==> src/rtl/led_sched_pkg.sv <==
// Shared types for the LED scheduler: LED word width and FSM state encoding.
package led_sched_pkg;

    localparam int unsigned LED_W = 8;

    typedef logic [LED_W-1:0] led_t;

    typedef enum logic {
        S_IDLE = 1'b0,
        S_OWN  = 1'b1
    } state_e;

endpackage : led_sched_pkg

==> src/rtl/led_scheduler_if.sv <==
// Bus between the pattern requesters and the LED scheduler.
//   req_i   : per-requester level request (requester -> scheduler)
//   pat_i   : per-requester 8-bit pattern, packed [N_REQ-1:0][7:0]
//   grant_o : one-hot current owner, zero when idle
//   busy_o  : high while an owner holds the LEDs
//   tick_o  : one-cycle dwell time-base pulse
//   led_o   : registered LED drive
interface led_scheduler_if
    import led_sched_pkg::*;
#(
    parameter int unsigned N_REQ = 4
);

    logic [N_REQ-1:0]            req_i;
    logic [N_REQ-1:0][LED_W-1:0] pat_i;
    logic [N_REQ-1:0]            grant_o;
    logic                        busy_o;
    logic                        tick_o;
    led_t                        led_o;

    // Requester side (or a testbench) drives requests and patterns.
    modport master (
        output req_i,
        output pat_i,
        input  grant_o,
        input  busy_o,
        input  tick_o,
        input  led_o
    );

    // Scheduler side.
    modport slave (
        input  req_i,
        input  pat_i,
        output grant_o,
        output busy_o,
        output tick_o,
        output led_o
    );

endinterface : led_scheduler_if

==> src/rtl/tick_gen.sv <==
// Free-running prescaler producing the dwell time base.
//   clk_i  : system clock
//   rst_i  : synchronous active-high reset
//   tick_o : registered one-cycle pulse, high while the count sits at TICK_DIV-1
module tick_gen #(
    parameter int unsigned TICK_DIV = 12_500_000
) (
    input  logic clk_i,
    input  logic rst_i,
    output logic tick_o
);

    localparam int unsigned CNT_W = (TICK_DIV > 1) ? $clog2(TICK_DIV) : 1;

    logic [CNT_W-1:0] cnt_q;
    logic [CNT_W-1:0] cnt_d;
    logic             tick_d;

    // Next count wraps at TICK_DIV-1; tick is decoded from the next count so
    // the registered pulse lines up with the cycle where the count is TICK_DIV-1.
    always_comb begin
        cnt_d  = cnt_q + CNT_W'(1);
        if (cnt_q == CNT_W'(TICK_DIV - 1)) begin
            cnt_d = '0;
        end
        tick_d = (cnt_d == CNT_W'(TICK_DIV - 1));
    end

    always_ff @(posedge clk_i) begin
        if (rst_i) begin
            cnt_q  <= '0;
            tick_o <= 1'b0;
        end else begin
            cnt_q  <= cnt_d;
            tick_o <= tick_d;
        end
    end

endmodule : tick_gen

==> src/rtl/led_scheduler.sv <==
// Round-robin time-multiplexer of the 8-LED bank between N_REQ requesters,
// with a tick-based dwell limit per grant.
//   clk_i : system clock
//   rst_i : synchronous active-high reset
//   bus   : slave side of led_scheduler_if (req_i, pat_i in; grant_o,
//           busy_o, tick_o, led_o out, all outputs registered)
module led_scheduler
    import led_sched_pkg::*;
#(
    parameter int unsigned N_REQ    = 4,
    parameter int unsigned TICK_DIV = 12_500_000,
    parameter int unsigned DWELL    = 4,
    parameter led_t        IDLE_PAT = 8'h00
) (
    input  logic            clk_i,
    input  logic            rst_i,
    led_scheduler_if.slave  bus
);

    localparam int unsigned IDX_W = $clog2(N_REQ);
    localparam int unsigned DW_W  = $clog2(DWELL + 1);

    typedef logic [IDX_W-1:0] idx_t;
    typedef logic [N_REQ-1:0] vec_t;

    // First set bit of req, searching last+1, last+2, ... modulo N_REQ.
    function automatic idx_t rr_pick(input vec_t req, input idx_t last);
        idx_t pick;
        idx_t idx;
        logic found;
        pick  = last;
        found = 1'b0;
        for (int unsigned i = 1; i <= N_REQ; i++) begin
            idx = IDX_W'((32'(last) + i) % N_REQ);
            if (!found && req[idx]) begin
                pick  = idx;
                found = 1'b1;
            end
        end
        return pick;
    endfunction

    logic tick;

    tick_gen #(
        .TICK_DIV (TICK_DIV)
    ) u_tick_gen (
        .clk_i  (clk_i),
        .rst_i  (rst_i),
        .tick_o (tick)
    );

    assign bus.tick_o = tick;

    state_e          state_q, state_d;
    idx_t            owner_q, owner_d;
    idx_t            ptr_q,   ptr_d;
    logic [DW_W-1:0] dwell_q, dwell_d;
    vec_t            grant_q, grant_d;
    led_t            led_q,   led_d;
    logic            busy_q,  busy_d;

    vec_t            others;
    idx_t            pick_idle;
    idx_t            pick_own;
    logic            expiry;

    // Requests other than the current owner; the owner is never re-picked on expiry.
    assign others    = bus.req_i & ~(N_REQ'(1) << owner_q);
    assign pick_idle = rr_pick(bus.req_i, ptr_q);
    assign pick_own  = rr_pick(others, ptr_q);
    assign expiry    = tick && (dwell_q == DW_W'(1));

    // Next-state and registered-output logic.
    always_comb begin
        state_d = state_q;
        owner_d = owner_q;
        ptr_d   = ptr_q;
        dwell_d = dwell_q;
        grant_d = '0;
        led_d   = IDLE_PAT;
        busy_d  = 1'b0;

        case (state_q)
            S_IDLE: begin
                if (|bus.req_i) begin
                    state_d = S_OWN;
                    owner_d = pick_idle;
                    ptr_d   = pick_idle;
                    dwell_d = DW_W'(DWELL);
                end
            end

            S_OWN: begin
                if (tick) begin
                    dwell_d = dwell_q - DW_W'(1);
                end
                // Release has priority, so release+expiry behaves as a release.
                if (!bus.req_i[owner_q]) begin
                    if (|others) begin
                        owner_d = pick_own;
                        ptr_d   = pick_own;
                        dwell_d = DW_W'(DWELL);
                    end else begin
                        state_d = S_IDLE;
                        dwell_d = '0;
                    end
                end else if (expiry) begin
                    if (|others) begin
                        owner_d = pick_own;
                        ptr_d   = pick_own;
                    end
                    dwell_d = DW_W'(DWELL);
                end
            end

            default: begin
                state_d = S_IDLE;
            end
        endcase

        // Grant and LED drive both derive from the next owner so they never disagree.
        if (state_d == S_OWN) begin
            grant_d = N_REQ'(1) << owner_d;
            led_d   = bus.pat_i[owner_d];
            busy_d  = 1'b1;
        end
    end

    always_ff @(posedge clk_i) begin
        if (rst_i) begin
            state_q <= S_IDLE;
            owner_q <= '0;
            ptr_q   <= IDX_W'(N_REQ - 1);
            dwell_q <= '0;
            grant_q <= '0;
            led_q   <= IDLE_PAT;
            busy_q  <= 1'b0;
        end else begin
            state_q <= state_d;
            owner_q <= owner_d;
            ptr_q   <= ptr_d;
            dwell_q <= dwell_d;
            grant_q <= grant_d;
            led_q   <= led_d;
            busy_q  <= busy_d;
        end
    end

    assign bus.grant_o = grant_q;
    assign bus.led_o   = led_q;
    assign bus.busy_o  = busy_q;

endmodule : led_scheduler

==> src/flat_wrapper.sv <==
// flat-port wrapper written by rule: the top's interface ports become plain ports
module led_scheduler_flat import led_sched_pkg::*;
#(
    parameter int unsigned N_REQ    = 4,
    parameter int unsigned TICK_DIV = 12_500_000,
    parameter int unsigned DWELL    = 4,
    parameter led_t        IDLE_PAT = 8'h00
)
  (clk_i, rst_i, bus_req_i, bus_pat_i, bus_grant_o, bus_busy_o, bus_tick_o, bus_led_o);
  led_scheduler_if #(.N_REQ(N_REQ)) bus_i ();
  input  logic clk_i;
  input  logic rst_i;
  input wire logic [$bits(bus_i.req_i)-1:0] bus_req_i;
  input wire logic [$bits(bus_i.pat_i)-1:0] bus_pat_i;
  output wire logic [$bits(bus_i.grant_o)-1:0] bus_grant_o;
  output wire logic [$bits(bus_i.busy_o)-1:0] bus_busy_o;
  output wire logic [$bits(bus_i.tick_o)-1:0] bus_tick_o;
  output wire logic [$bits(bus_i.led_o)-1:0] bus_led_o;
  assign bus_i.req_i = bus_req_i;
  assign bus_i.pat_i = bus_pat_i;
  assign bus_grant_o = bus_i.grant_o;
  assign bus_busy_o = bus_i.busy_o;
  assign bus_tick_o = bus_i.tick_o;
  assign bus_led_o = bus_i.led_o;
  led_scheduler #(.N_REQ(N_REQ), .TICK_DIV(TICK_DIV), .DWELL(DWELL), .IDLE_PAT(IDLE_PAT)) u_core (.clk_i(clk_i), .rst_i(rst_i), .bus(bus_i));
endmodule
==> config.mk <==
export PLATFORM = sky130hd
export DESIGN_NAME = led_scheduler_flat
export DESIGN_NICKNAME = d
export VERILOG_FILES = /design/src/rtl/led_sched_pkg.sv /design/src/rtl/led_scheduler_if.sv /design/src/rtl/tick_gen.sv /design/src/rtl/led_scheduler.sv /design/src/flat_wrapper.sv
export SDC_FILE = /design/constraint.sdc
export NUM_CORES = 1
export LEC_CHECK = 0
export ABC_AREA = 1
export CORE_AREA = 3 3 100 102
export CTS_CLUSTER_DIAMETER = 30
export DETAILED_ROUTE_END_ITERATION = 10
export DIE_AREA = 0 0 103 105
export GPL_TIMING_DRIVEN = 1
export PLACE_DENSITY_LB_ADDON = 0.08
export SLEW_MARGIN = 40
export SYNTH_ARGS = -nofsm -noshare
export SYNTH_HDL_FRONTEND = slang
export SYNTH_HIERARCHICAL = 1
export SYNTH_SLANG_ARGS = --single-unit
==> constraint.sdc <==
create_clock -name clk_i -period 2.8 [get_ports clk_i]
set_input_delay 0.56 -clock clk_i [delete_from_list [all_inputs] [get_ports clk_i]]
set_output_delay 0.56 -clock clk_i [all_outputs]
set_load 0.1 [all_outputs]
==> results of run 1 <==
[power by group through the flow]
| stage | clock network, uW | logic [uW] | registers [uW] |
|---|---|---|---|
| after floorplan | 0 | 1340 | 1280 |
| after global routing | 499 | 2440 | 866 |
| after global placement | 0 | 2190 | 868 |
| after detailed placement | 0 | 2200 | 866 |
| after CTS | 479 | 2210 | 854 |
| final | 461 | 2190 | 850 |
[final cells by class]
class | count | area, sq um | area share
tap | 111 | 139 | 0.0357
multi-input combinational | 413 | 1960 | 0.504
clock inverter | 1 | 5.00 | 0.00129
timing repair buffer | 60 | 543 | 0.139
inverter | 66 | 248 | 0.0636
clock buffer | 7 | 96.3 | 0.0247
sequential | 45 | 901 | 0.231
[cell usage after synthesis (3+ instances only)]
cell,n,share of area
nand2_1,180,0.21
nor2_1,80,0.094
nand3_1,70,0.11
inv_1,60,0.071
dfxtp_1,45,0.28
nand2_2,19,0.037
o21ai_0,11,0.017
inv_2,6,0.0071
nor2_4,6,0.021
nand2_4,5,0.018
nand4_1,5,0.0098
nor2_2,5,0.0098
clkbuf_1,4,0.0047
ha_1,3,0.012
nand3_2,3,0.0094
nor3_1,3,0.0047
xor2_1,3,0.0082
[path summary, 6_finish.rpt]
check	endpoint	depth (start not counted)
min reg2reg	u_core/u_tick_gen/cnt_q[0]	1
min	u_core/u_tick_gen/cnt_q[0]	1
max reg2reg	u_core/bus.led_o[2]	16
max	u_core/bus.led_o[2]	18
[cell usage in the layout (no fill, tap or decap), drive strengths merged, types with 2 or more instances in the layout]
cell type	n
clkbuf	7
o21ai	13
nand4	5
nand3	74
ha	3
buf	23
inv	66
nor2	91
dfxtp	45
a31oi	2
a21oi	2
xor2	4
nand2	204
nor3	4
clkdlybuf4s50	37
a211oi	2
[logic make-up after synthesis]
group	synth area share
AOI/OAI and AO/OA	0.0451
xor gates and xnor gates	0.0161
adders and majority gates	0.0118
buffers and inverters	0.102
DFF	0.283
and+or+nand+nor	0.542
[routing by layer]
| metal | wire length, microns | share of wire |
|---|---|---|
| met4 | 27 | 0.0031 |
| met3 | 343 | 0.040 |
| met2 | 4440 | 0.52 |
| met1 | 3790 | 0.44 |
| met5 | 0 | 0 |
[state kept, by name (all words and copies together) (netlist names)]
signal                    cells
u_core/u_tick_gen/tick_o      1
u_core/owner_q                2
u_core/state_q                1
u_core/u_tick_gen/cnt_q      24
u_core/bus.grant_o            4
u_core/bus.led_o              8
u_core/ptr_q                  2
u_core/dwell_q                3
[critical path, delay by kind of cell]
| kind | cells | cell delay (ns) |
|---|---|---|
| buf+inv | 3 | 0.80 |
| simple gates | 15 | 1.26 |
[stage by stage]
stage                     std cells  total power [uW]  utilization
final                           703              3500        0.423
after CTS                       703              3540        0.423
after global placement          695              3060        0.412
after floorplan                 533              2620            -
after global routing            703              3800        0.423
after detailed placement        695              3070        0.412
==> metrics, run 1 <==
peak ir drop on the vdd network=0.584 mV; internal power contribution=1660 uW; post-synthesis register bit count=45; core footprint=9200 sq um; post-synth design cell area=between 3000 and 4000 sq um; Clock Pin Slew Worst Setup and Hold Paths=0.09 ns; transition time of the tightest slew-check pin=about 0.45 ns; ordered cell list for the critical path=clkdlybuf4s50_1 -> nand2_1 -> inv_1 -> nand2_1 -> nand2_1 -> nand2_1 -> nand2_1 -> nand2_1 -> nand3_1 -> nand3_1 -> nand2_1 -> nand2_4 -> nand2_4 -> buf_4 -> nand2_1 -> nand2_1 -> nand3_1 -> nand2_1; Residual DRC=0; total wire length after detailed routing=~8600 microns; setup violation total in the final timing report=0; final clock skew=0.00593 ns; Most Crowded Layer GR=met2; hold path start=u_core/u_tick_gen/cnt_q[0]; slack of the worst reg-to-reg path=0.57 ns; kind of capture point of the worst setup path=register; Highest Clock Rate=420 MHz; proportion of register bits with asynchronous set or reset after synthesis=0; post-synth cell types=37; unrepaired setup endpoints after global routing=no; Synthesis Warnings=6; First DRT Iteration DRCs=93; beginning of the worst register-to-register path=u_core/ptr_q[0]; antenna violations before repair=0; Post-Place Setup Slack=0.0991 ns; Die Footprint=10800 sq um; number of inserted diodes=0; met1 routing resource usage after global routing=0.206; power share of the combinational group=0.625; cell count after synthesis=533; worst-path fanout max=13; slowest cell delay on critical path=~0.55 ns; cell type of the slowest stage on the worst timing path=clkdlybuf4s50_1; synthesis-to-layout area growth=22.1%; syn nets=574; iteration count of the initial detailed-routing pass=5; first-pass GRT wire length=approximately 14000 microns; Overall Global Routing Usage=0.164; dpl hpwl=6940 microns; Hold Vio Cnt, Final=0; final-report max-slew violation count=0; worst hold slack=0.481 ns; outcome=finished, final reports clean; residual overflow from global routing=0; worst-case setup margin in the final layout=approximately 0.42 ns; TritonCTS Buffers=5; fin crit share=0.851; setup_tns=0 ns; Resized cells post-CTS=0; via total after detailed routing=3264; vias per std cell=4.64; sequential power share=0.243; CTS tree=done; fraction of power spent switching nets=0.525; net total in the final layout=~630; average footprint of a synthesized cell=about 6 sq um; kind of start point of the critical path=input pin; Clk Latency, worst-skew pair=approximately 0.30 ns; count of buffers added by post-CTS timing repair for setup=0; fin area=3890 sq um; root buffer selected by CTS=clkbuf_8; filler instances=1013; power density of the placed cells=898 nW/um^2; Die X=103 microns; Core Rows=35; I/O pin count=52; wire length per cell=12.2 microns; most frequent CP cell=nand2_1; Sw Pwr=~1800 uW; starting density of the core=0.347; min Tclk post-route=2.38 ns; number of H-tree branching levels=2; GP Congestion=roughly 0.85; met2 track demand over resource in global routing=0.292; buffers added on ports=51; fraction of layout cells with a size suffix above 1=0.137; critical path class=in -> reg; number of buffers inserted by hold repair at cts=0; required time at the worst-slack endpoint=3.05 ns; clock buffer depth=2; EDFF count, synth=0; MaxCap Viol Count=0; worst slew margin relative to its limit=0.701; Tightest Hold Check Type=reg -> reg; crit path launch=bus_req_i[2]; relative contribution of the clock network to total power=0.132; Placed Area=around 3800 sq um; total leakage power=0.00184 uW; maximum number of pins on one net before global-route repair=21; Primary FF master, synth=dfxtp_1; vias in the first global route=3143; Crit path arrival time=about 2.6 ns; remaining antenna violation count after routing=0; # clock sinks=45; Global Route met3 Usage=0.0340; Vert. Die Dim=105 microns; register area share after synthesis=0.283
No activity file was read; power rests on OpenSTA's default activity.
==> inputs of run 2 (changes only) <==
- CAP_MARGIN: unset -> 20
- clock period: 2.8 -> 2.4 ns (I/O delays scaled with it)
==> run 2 against run 1 <==
  * Total power increased by 24%
  * Utilization up 1.3 points
  * Sequential cell count unchanged
  * Final area up 3.1%
  * Global-route usage is 0.26 points higher
  * Sequential power up 16%
  * Clock power up 12%
  * Wire length up 1.6%
  * Worst hold slack improved by 0.0024 ns
  * Setup slack got worse by 0.21 ns
  * First-iteration DRC count rose by 4.3%
  * Die area stayed put
  * Highest routed layer unchanged
==> metrics, run 2 (synthesized netlist as in run 1, its figures left out) <==
GP Congestion=0.830; root buffer selected by CTS=clkbuf_8; min Tclk post-route=approximately 2.2 ns; vias in the first global route=3225; net total in the final layout=643; number of flip-flops in the largest register=24; fin area=4020 sq um; worst path bufs/invs=5; hold path start=u_core/u_tick_gen/cnt_q[0]; residual overflow from global routing=0; most common cell after layout, fill and taps aside=nand2_1; setup_tns=0 ns; count of buffers added by post-CTS timing repair for setup=0; number of inserted diodes=0; MaxCap Viol Count=0; slowest cell delay on critical path=0.52 ns; Clock Pin Slew Worst Setup and Hold Paths=0.09 ns; clock buffer depth=2; dpl hpwl=6980 microns; ordered cell list for the critical path=clkdlybuf4s50_1 -> inv_1 -> a22oi_2 -> nand3_1 -> inv_2 -> nand2_2 -> nand2_1 -> inv_2 -> nand2_1 -> nand2_4 -> nand2_4 -> inv_2 -> nand2_1 -> nand2_1 -> nand2_1 -> nand2_1; vias per std cell=4.70; Tightest Hold Check Type=reg -> reg; First DRT Iteration DRCs=97; power density of the placed cells=1080 nW/um^2; total wire length after detailed routing=8730 microns; required time at the worst-slack endpoint=2.61 ns; Cells after DPL=706; setup violation total in the final timing report=0; non-filler instance count after layout=between 700 and 800; cell type of the slowest stage on the worst timing path=clkdlybuf4s50_1; first-pass GRT wire length=14600 microns; kind of capture point of the worst setup path=register; Vert. Die Dim=approximately 110 microns; total leakage power=0.00191 uW; Die Footprint=roughly 11000 sq um; fin crit share=0.913; register with the highest flop count=u_core/u_tick_gen/cnt_q; number of buffers inserted by hold repair at cts=0; unrepaired setup endpoints after global routing=no; Highest Clock Rate=456 MHz; wire length per cell=about 12 microns; most frequent CP cell=nand2_1; crit path launch=bus_req_i[0]; transition time of the tightest slew-check pin=0.403 ns; Resized cells post-CTS=0; remaining antenna violation count after routing=0; Die X=103 microns; I/O pin count=52; core footprint=9200 sq um; worst-path fanout max=10; Core Rows=35; beginning of the worst register-to-register path=u_core/ptr_q[1]; Residual DRC=0; peak ir drop on the vdd network=0.683 mV; Overall Global Routing Usage=0.167; CP top delay family=buffers and inverters; Hold Vio Cnt, Final=0; number of H-tree branching levels=2; kind of start point of the critical path=input pin; maximum number of pins on one net before global-route repair=21; Post-Place Setup Slack=-0.189 ns; commonest cells after routing, fill and taps aside=nand2_1, nor2_1, nand3_1; buffers added on ports=51; worst slew margin relative to its limit=0.731; iteration count of the initial detailed-routing pass=4; starting density of the core=0.347; final clock skew=0.00916 ns; final-report max-slew violation count=0; Crit path arrival time=2.40 ns; outcome=finished, final reports clean; synthesis-to-layout area growth=26.0%; CTS tree=done; TritonCTS Buffers=5; Placed Area=between 3000 and 4000 sq um; Clk Latency, worst-skew pair=0.30 ns; fraction of layout cells with a size suffix above 1=0.158; worst-case setup margin in the final layout=0.209 ns; post-route core utilization=0.437; # clock sinks=45; via total after detailed routing=3357; antenna violations before repair=0; critical path class=in -> reg
==> run 2: worst paths after layout <==
check        cells after the start  slack (ns)                         end
max                             16        0.21         u_core/bus.led_o[7]
min                              1        0.48  u_core/u_tick_gen/cnt_q[0]
max reg2reg                     14        0.28         u_core/bus.led_o[2]
min reg2reg                      1        0.48  u_core/u_tick_gen/cnt_q[0]
==> run 2: routing by layer <==
| metal | track usage | part of all wire | routed length, microns |
|---|---|---|---|
| met1 | 0.208 | 0.44 | 3820 |
| met4 | 0.0426 | 0.017 | 146 |
| met2 | 0.296 | 0.51 | 4450 |
| met3 | 0.0227 | 0.037 | 319 |
| met5 | 0 | 0 | 0 |
==> run 2: metrics by stage <==
| step | hold WS, ns | total power, uW |
|---|---|---|
| floorplan | 0.440 | 3050 |
| global placement | 0.453 | 3820 |
| detailed placement | 0.469 | 3840 |
| CTS | 0.486 | 4370 |
| global route | 0.542 | 4690 |
| finish | 0.483 | 4330 |
==> run 2: layout make-up <==
class / instances / area [sq um]
tap: 111 / 139
inverter: 66 / 248
sequential: 45 / 902
fill: 1011 / 5180
clock buffer: 6 / 82.6
clock inverter: 2 / 13.8
multi-input combinational: 413 / 1970
timing repair buffer: 71 / 663
==> run 2: report_power, final <==
part / switching [uW] / internal, uW
clock: 281 / 234
combinational: 1820 / 1010
sequential: 109 / 881
total: 2210 / 2120
==> run 2: worst register-to-register path: stages, from the launching register on <==
cell	delay [ns]
dfxtp_1	0.51
inv_2	0.14
nand2_1	0.11
nand2_2	0.10
nand2_2	0.12
nand2_4	0.07
inv_1	0.06
nand2_1	0.07
o211ai_1	0.23
nand3_1	0.10
nand3_1	0.09
nand2_2	0.10
buf_4	0.18
nand3_1	0.09
nand2_1	0.05
